<file path="src/rtl/bus_arb_pkg.sv">
// Shared types and helpers for the bus port arbiter slice.
package bus_arb_pkg;

    typedef enum logic [2:0] {
        IDLE      = 3'd0,
        ISSUE     = 3'd1,
        WAIT_ACK  = 3'd2,
        WAIT_DONE = 3'd3,
        RESP      = 3'd4
    } state_t;

    localparam logic MODE_READ  = 1'b0;
    localparam logic MODE_WRITE = 1'b1;

    // Ceiling log2, used for grant index and counter widths.
    function automatic int clog2(input int value);
        int result;
        result = 0;
        while ((1 << result) < value) begin
            result = result + 1;
        end
        return result;
    endfunction

endpackage

</file>
<file path="src/rtl/bus_port_arbiter_rr.sv">
// Combinational round-robin picker: first request after last_grant, wrapping.
module rr_arbiter
    import bus_arb_pkg::*;
#(
    parameter int N_REQ = 2
) (
    input  logic [N_REQ-1:0]        req,
    input  logic [clog2(N_REQ)-1:0] last_grant,
    output logic [N_REQ-1:0]        grant_onehot,
    output logic [clog2(N_REQ)-1:0] grant_idx
);

    localparam int GW  = clog2(N_REQ);
    localparam int GW1 = GW + 1;
    localparam logic [GW:0] N_LIM = GW1'(N_REQ);

    logic [GW:0] start;
    logic [GW:0] cand;
    logic        found;

    // Walk the requests starting one past the last winner, modulo N_REQ.
    always_comb begin
        start = GW1'(last_grant) + GW1'(1);
        if (start >= N_LIM) begin
            start = '0;
        end
        cand      = '0;
        found     = 1'b0;
        grant_idx = '0;
        for (int off = 0; off < N_REQ; off++) begin
            cand = start + GW1'(off);
            if (cand >= N_LIM) begin
                cand = cand - N_LIM;
            end
            if (!found && req[cand[GW-1:0]]) begin
                found     = 1'b1;
                grant_idx = cand[GW-1:0];
            end
        end
        grant_onehot = found ? (N_REQ'(1) << grant_idx) : '0;
    end

endmodule

</file>
<file path="src/rtl/bus_port_arbiter.sv">
// Shares one bus master port between N_REQ requesters, one transaction at a time.
module bus_port_arbiter
    import bus_arb_pkg::*;
#(
    parameter int ADDR_WIDTH  = 16,
    parameter int DATA_WIDTH  = 8,
    parameter int N_REQ       = 2,
    parameter int ACK_TIMEOUT = 4
) (
    input  logic                         clk,
    input  logic                         rstn,
    input  logic [N_REQ-1:0]             req_valid,
    input  logic [N_REQ-1:0]             req_mode,
    input  logic [N_REQ*ADDR_WIDTH-1:0]  req_addr,
    input  logic [N_REQ*DATA_WIDTH-1:0]  req_wdata,
    output logic [N_REQ-1:0]             req_accept,
    output logic [N_REQ-1:0]             rsp_valid,
    output logic [DATA_WIDTH-1:0]        rsp_rdata,
    output logic                         rsp_err,
    output logic                         d_valid,
    output logic                         d_mode,
    output logic [ADDR_WIDTH-1:0]        d_addr,
    output logic [DATA_WIDTH-1:0]        d_wdata,
    input  logic [DATA_WIDTH-1:0]        d_rdata,
    input  logic                         d_ready,
    input  logic                         s_ready,
    output logic                         busy,
    output logic [clog2(N_REQ)-1:0]      grant_id
);

    localparam int GW = clog2(N_REQ);
    localparam int CW = clog2(ACK_TIMEOUT) + 1;
    // The ISSUE cycle is the first cycle of the ack window, so WAIT_ACK
    // gives up when the count including the current cycle reaches this.
    localparam logic [CW-1:0] ACK_LAST = CW'(ACK_TIMEOUT - 1);

    state_t                  state;
    state_t                  state_next;
    logic [GW-1:0]           last_grant;
    logic [GW-1:0]           arb_idx;
    logic [N_REQ-1:0]        arb_onehot;
    logic [CW-1:0]           cnt;
    logic [CW-1:0]           cnt_inc;
    logic                    err_q;
    logic [DATA_WIDTH-1:0]   rdata_q;
    logic                    sel_mode;
    logic [ADDR_WIDTH-1:0]   sel_addr;
    logic [DATA_WIDTH-1:0]   sel_wdata;

    rr_arbiter #(
        .N_REQ(N_REQ)
    ) u_rr (
        .req         (req_valid),
        .last_grant  (last_grant),
        .grant_onehot(arb_onehot),
        .grant_idx   (arb_idx)
    );

    assign cnt_inc = cnt + CW'(1);

    // Pick the winning requester's mode, address and write data.
    always_comb begin
        sel_mode  = MODE_READ;
        sel_addr  = '0;
        sel_wdata = '0;
        for (int i = 0; i < N_REQ; i++) begin
            if (arb_onehot[i]) begin
                sel_mode  = req_mode[i];
                sel_addr  = req_addr[i*ADDR_WIDTH +: ADDR_WIDTH];
                sel_wdata = req_wdata[i*DATA_WIDTH +: DATA_WIDTH];
            end
        end
    end

    // Next-state decode and per-state outputs; unknown encodings act as IDLE.
    always_comb begin
        state_next = state;
        d_valid    = 1'b0;
        req_accept = '0;
        rsp_valid  = '0;
        rsp_rdata  = '0;
        rsp_err    = 1'b0;
        busy       = 1'b1;
        case (state)
            IDLE: begin
                busy = 1'b0;
                if (d_ready && s_ready && (req_valid != '0)) begin
                    state_next = ISSUE;
                end
            end
            ISSUE: begin
                d_valid    = 1'b1;
                req_accept = N_REQ'(1) << grant_id;
                state_next = WAIT_ACK;
            end
            WAIT_ACK: begin
                if (!d_ready) begin
                    state_next = WAIT_DONE;
                end else if (cnt_inc >= ACK_LAST) begin
                    state_next = RESP;
                end
            end
            WAIT_DONE: begin
                if (d_ready) begin
                    state_next = RESP;
                end
            end
            RESP: begin
                rsp_valid  = N_REQ'(1) << grant_id;
                rsp_rdata  = rdata_q;
                rsp_err    = err_q;
                state_next = IDLE;
            end
            default: begin
                busy       = 1'b0;
                state_next = IDLE;
            end
        endcase
    end

    // State register plus the grant, latched request, counter and response data.
    always_ff @(posedge clk) begin
        if (!rstn) begin
            state      <= IDLE;
            grant_id   <= '0;
            last_grant <= GW'(N_REQ - 1);
            d_mode     <= 1'b0;
            d_addr     <= '0;
            d_wdata    <= '0;
            cnt        <= '0;
            err_q      <= 1'b0;
            rdata_q    <= '0;
        end else begin
            state <= state_next;
            case (state)
                IDLE: begin
                    if (state_next == ISSUE) begin
                        grant_id <= arb_idx;
                        d_mode   <= sel_mode;
                        d_addr   <= sel_addr;
                        d_wdata  <= sel_wdata;
                    end
                end
                ISSUE: begin
                    cnt     <= '0;
                    rdata_q <= '0;
                end
                WAIT_ACK: begin
                    cnt <= cnt_inc;
                    if (d_ready && (cnt_inc >= ACK_LAST)) begin
                        err_q <= 1'b1;
                    end
                end
                WAIT_DONE: begin
                    if (d_ready) begin
                        rdata_q <= (d_mode == MODE_WRITE) ? '0 : d_rdata;
                    end
                end
                RESP: begin
                    last_grant <= grant_id;
                    err_q      <= 1'b0;
                end
                default: begin
                end
            endcase
        end
    end

endmodule
</file>
<file path="config.mk">
export PLATFORM = sky130hd
export DESIGN_NAME = bus_port_arbiter
export DESIGN_NICKNAME = d
export VERILOG_FILES = /design/src/rtl/bus_arb_pkg.sv /design/src/rtl/bus_port_arbiter_rr.sv /design/src/rtl/bus_port_arbiter.sv
export SDC_FILE = /design/constraint.sdc
export NUM_CORES = 1
export LEC_CHECK = 0
export ABC_AREA = 1
export CORE_ASPECT_RATIO = 1.5
export CORE_MARGIN = 2
export CORE_UTILIZATION = 44
export DETAILED_ROUTE_END_ITERATION = 8
export PLACE_DENSITY = 0.92
export SLEW_MARGIN = 15
export SYNTH_ARGS = -nofsm -noshare
export SYNTH_HDL_FRONTEND = slang
export SYNTH_SLANG_ARGS = --single-unit
</file>
<file path="constraint.sdc">
create_clock -name clk -period 1.9 [get_ports clk]
set_input_delay 0.38 -clock clk [delete_from_list [all_inputs] [get_ports clk]]
set_output_delay 0.38 -clock clk [all_outputs]
set_load 0.02 [all_outputs]
</file>
[Yosys cells after proc, flatten, opt, wreduce, memory -nomap -nowiden]
Cells that the tools add are included.
Word-level totals
  register bits after elaboration: 42
  input bits: 64
  output and inout port bits: 41
  logic and storage cells: 78
Cells by class
  add/subtract/negate cells: 5
  order comparisons: 6
  equality and inequality tests: 7
  shifts and indexed selects: 2
  multiplexer cells: 35
  reductions and logical operators: 14
Operator list (count)
  $mux W8: 5
  $mux W16: 2
  $mux W1: 16
  $pmux W8 S2: 1
  $mux W3: 4
  $pmux W3 S4: 1
  $mux W2: 4
  $reduce_bool A2 Y1: 4
  $eq A3 B1 Y1 const B: 2
  $eq A3 B2 Y1 const B: 2
  $ge A2 B2 Y1 const B: 3
  $pmux W3 S2: 1
  $reduce_and A2 Y1: 3
  $logic_and A1 B1 Y1: 4
  $lt A1 B2 Y1 const B: 2
  $ne A2 B2 Y1 const B: 2
  $reduce_or A4 Y1: 1
  $shl A1 B1 Y2 const A: 2
  $add A3 B1 Y3 const B: 1
  $eq A3 B3 Y1 const B: 1
  $ge A3 B2 Y1 const B: 1
  $logic_not A3 Y1: 1
  $add A1 B1 Y2 const B: 1
  $add A2 B1 Y2 const B: 1
  other kinds (3): 4

[Logic depth before layout (Yosys ltp)]
  depth after elaboration: 15
  mapped depth: 8
  mapped depth without buffers: 8

[Modules after synthesis]
A second synthesis with hierarchy kept.
Unflattened totals
  cells, all modules: 399
  area total of the unflattened synthesis: 2363.5 um^2
Modules (own cells, without submodules)
  bus_port_arbiter: times used 1, cells an instance 393, area each 2338.5 um^2, sequential area each 840.8 um^2
  rr_arbiter: times used 1, cells an instance 6, area each 25.0 um^2, sequential area each 0.0 um^2

[Worst setup path after synthesis]
OpenSTA, ideal clock, no wires.
  path kind: flip-flop to output port
  start point: reg state[1]
  end point: out rsp_err
  arrival: 1.064 ns
  required time: 1.520 ns
  slack: 0.456 ns
  cell stages (with the launch flop): 5
  buffers on the path: 1
  cells stage by stage: dfxtp_1 -> inv_1 -> nand3_1 -> buf_2 -> nor2_1
Between the ends
  longest elaborated chain between the ends: 2
RTL lines
  from (decl): line bus_port_arbiter.sv:37  | state_t state;
  from (signal assigned): line bus_port_arbiter.sv:134  | state <= state_next;
  $eq A3 B3 Y1: line bus_port_arbiter.sv:84  | case (state)
  $mux W1: line bus_port_arbiter.sv:84
  to (decl): line bus_port_arbiter.sv:19  | output logic rsp_err,
Every way passes these cells.

[Final worst setup path]
  start point: reg state[0]
  end point: out rsp_rdata[5]
Between the ends
  longest elaborated chain between the ends: 2
RTL lines
  $eq A3 B3 Y1: line bus_port_arbiter.sv:84
  $mux W8: line bus_port_arbiter.sv:84
  to (decl): line bus_port_arbiter.sv:18  | output logic [DATA_WIDTH-1:0] rsp_rdata,
Every way passes these cells.

==> results.sh <==
export IMPL_outcome="completed"
export IMPL_start_util=0.456
export IMPL_antenna_found_initial=0
export IMPL_post_route_min_period_ns=1.82
export IMPL_wl_mm=5.95
export IMPL_cts_sinks=42
export IMPL_worst_slew_pin_slew_ns=0.455
export IMPL_synth_compound_area_frac=0.0611
export IMPL_grt_start_max_net_pins=32
export IMPL_synth_fa_ha_area_frac=0.0113
export IMPL_root_buffer="clkbuf_8"
export IMPL_arrival_ns=1.44
export IMPL_clock_skew_ns=0.00784
export IMPL_via_per_inst=4.58
export IMPL_drv_slew=0
export IMPL_setup_viol=0
export IMPL_ys_warn_count=0
export IMPL_firstDrtPassIters=4
export IMPL_drive_above_1_share=0.0803
export IMPL_cp_slowest_stage_delay_ns=0.32
export IMPL_slew_headroom=0.697
export IMPL_grt_pass1_wl_mm=9.80
export IMPL_wire_per_inst_um=11.0
export IMPL_stdcell_count=539
export IMPL_vias=2471
export IMPL_die_w_um=61.9
export IMPL_core_area_um2=4850
export IMPL_cap_violations=0
export IMPL_p_switching_mw=0.689
export IMPL_clock_latency_ns=0.30
export IMPL_clockPowerShare=0.344
export IMPL_place_hpwl_mm=4.42
export IMPL_final_hold_violation_count=0
export IMPL_crit_chain="inv_1, nand3_1, buf_4, nor2_1, clkdlybuf4s15_1"
export IMPL_gp_congestion=0.836
export IMPL_io_pin_count=105
export IMPL_synth_distinct_cells=20
export IMPL_seq_power_share=0.389
export IMPL_hold_path_class="register to register"
export IMPL_rows=31
export IMPL_postSynthCellCount=367
export IMPL_critPathSlowestCell="dfxtp_1"
export IMPL_synthMuxAreaShare=0
export IMPL_holdPathStages=2
export IMPL_critical_path_class="register to output port"
export IMPL_ant_nets=0
export IMPL_cts_setup_buffers=0
export IMPL_synth_simple_area_share=0.428
export IMPL_dieHeight_um=90.8
export IMPL_power_mw=2.52
export IMPL_grt_usage=0.225
export IMPL_synth_top_area_share=0.380
export IMPL_fin_nets=538
export IMPL_syn2layout_area_growth_pct=54.6
export IMPL_combPwrFrac=0.267
export IMPL_grt_ovfl_total=0
export IMPL_critPathCaptureType="output port"
export IMPL_fp_dieArea_um2=5620
export IMPL_reg2reg_slack_ns=0.54
export IMPL_ys_seq_area_frac=0.380
export IMPL_intPower_mw=1.83
export IMPL_cp_required_ns=1.52
export IMPL_p_per_area_nw_per_um2=737
export IMPL_r2r_cells=7
export IMPL_portBuffers=104
export IMPL_finish_instance_area_um2=3420
export IMPL_fin_crit_sh=0.956
export IMPL_critPathMaxFanout=15
export IMPL_yosys_area_share_xor_xnor=0
export IMPL_ys_seq_elements=42
export IMPL_peakVddDrop_v=0.000447
export IMPL_synth_nets=433
export IMPL_clock_path_buffers=2
export IMPL_post_cts_resized=15
export IMPL_synth_avg_cell_area_um2=6.02
export IMPL_grt_pass1_vias=2428
export IMPL_synth_top_family_by_area="simple AND/OR/NAND/NOR gates"
export IMPL_path_clk_slew_ns=0.08
export IMPL_rsz0062_at_grt="no"
export IMPL_start_kind="register"
export IMPL_htreeDepth=2
export IMPL_p_leak_nw=1.60
export IMPL_fmax_mhz=551
export IMPL_drtIter0Drc=100
export IMPL_swShare=0.274
export IMPL_synth_top_cells_by_area="dfxtp_1, nand2_1, nor2_1, inv_1, a21oi_1"
export IMPL_post_dp_cell_area_um2=3340
export IMPL_place_inst=531
export IMPL_synth_area_um2=2210
export IMPL_tns_ns=0
export IMPL_cts_tree="built"
export IMPL_diodes=0
export IMPL_cts_hold_buf=0
export IMPL_synth_top_cell_by_area="dfxtp_1"
export IMPL_numCtsBuffers=5
export IMPL_drc=0
## state kept, by name, indices dropped and copies added, names as in the netlist
| register | count |
|---|---|
| rdata_q | 8 |
| state | 3 |
| err_q | 1 |
| last_grant | 1 |
| d_wdata | 8 |
| grant_id | 1 |
| cnt | 3 |
| d_mode | 1 |
| d_addr | 16 |
## cells in the mapped netlist (all sizes together)
| master | count |
|---|---|
| nand4 | 8 |
| ha | 2 |
| nand3 | 8 |
| nor2 | 70 |
| nor3 | 1 |
| nand2 | 152 |
| dfxtp | 42 |
| inv | 46 |
| or2 | 1 |
| clkinv | 1 |
| clkbuf | 5 |
| o211ai | 1 |
| a21oi | 16 |
| a21boi | 2 |
| buf | 10 |
| o21ai | 2 |
## critical path, delay by kind of cell (launching register included)
| kind | cells | cell delay [ns] |
|---|---|---|
| buffers and inverters | 3 | 0.62 |
| and+or+nand+nor | 2 | 0.20 |
| DFF | 1 | 0.32 |
## power by group through the flow
stage	sequential (mW)	clock [mW]	combinational [mW]
after floorplan	1.06	0	0.290
after global placement	0.996	0	0.662
after detailed placement	1.00	0	0.678
after CTS	0.980	0.883	0.677
after global routing	0.987	0.921	0.747
final	0.980	0.867	0.672
## per-layer routing
metal,global-route usage,up-vias,part of all wire
met3,0.0602,21,0.068
met4,0.110,0,0.034
li1,-,1301,-
met5,0,-,0
met2,0.407,98,0.53
met1,0.220,1051,0.37
## cell usage in the layout, fill, tap and decap left out
| cell type | synthesis | final |
|---|---|---|
| a21oi_1 | 16 | 16 |
| dfxtp_2 | 0 | 1 |
| buf_12 | 0 | 2 |
| nor3_2 | 1 | 1 |
| nand2_1 | 151 | 151 |
| buf_4 | 2 | 7 |
| dlygate4sd2_1 | 0 | 1 |
| nand3_1 | 8 | 8 |
| or2_2 | 1 | 1 |
| clkdlybuf4s15_1 | 0 | 1 |
| a21boi_4 | 2 | 2 |
| dfxtp_1 | 42 | 41 |
| o21ai_0 | 2 | 2 |
| nor2_1 | 68 | 68 |
| bufinv_16 | 0 | 2 |
| clkinv_1 | 1 | 1 |
| nor2_2 | 2 | 2 |
| ha_1 | 2 | 2 |
| inv_1 | 46 | 46 |
| nand4_1 | 8 | 8 |
| o211ai_1 | 1 | 1 |
| clkdlybuf4s50_1 | 0 | 89 |
| clkbuf_2 | 0 | 13 |
| nand2_2 | 1 | 1 |
| clkbuf_8 | 0 | 6 |
## cell families (layout without fill, tap and decap cells)
family / count (synthesis) / count (layout)
and+or+nand+nor: 240 / 240
DFF: 42 / 42
buffers and inverters: 62 / 168
adders and majority gates: 2 / 2
AOI/OAI and AO/OA: 21 / 21
## layout make-up
type | count | area, um2
tap | 66 | 82.6
clock buffer | 6 | 82.6
timing repair buffer | 113 | 1070
inverter | 47 | 176
fill | 398 | 1430
multi-input combinational | 263 | 1110
clock inverter | 2 | 60.1
sequential | 42 | 842
## final timing paths
check | from | to
max | state[0] | rsp_rdata[5]
min | rdata_q[6] | rdata_q[6]
max reg2reg | cnt[0] | err_q
min reg2reg | rdata_q[6] | rdata_q[6]
## per-stage QoR
stage	setup WS [ns]	hold slack, ns	utilization
2_1_floorplan	0.456	0.445	-
3_3_place_gp	0.141	0.452	0.689
3_5_place_dp	0.0677	0.456	0.689
4_1_cts	0.0282	0.468	0.715
5_1_grt	0.00570	0.489	0.705
6_report	0.0839	0.469	0.705
Power figures use the tool's default switching activity.
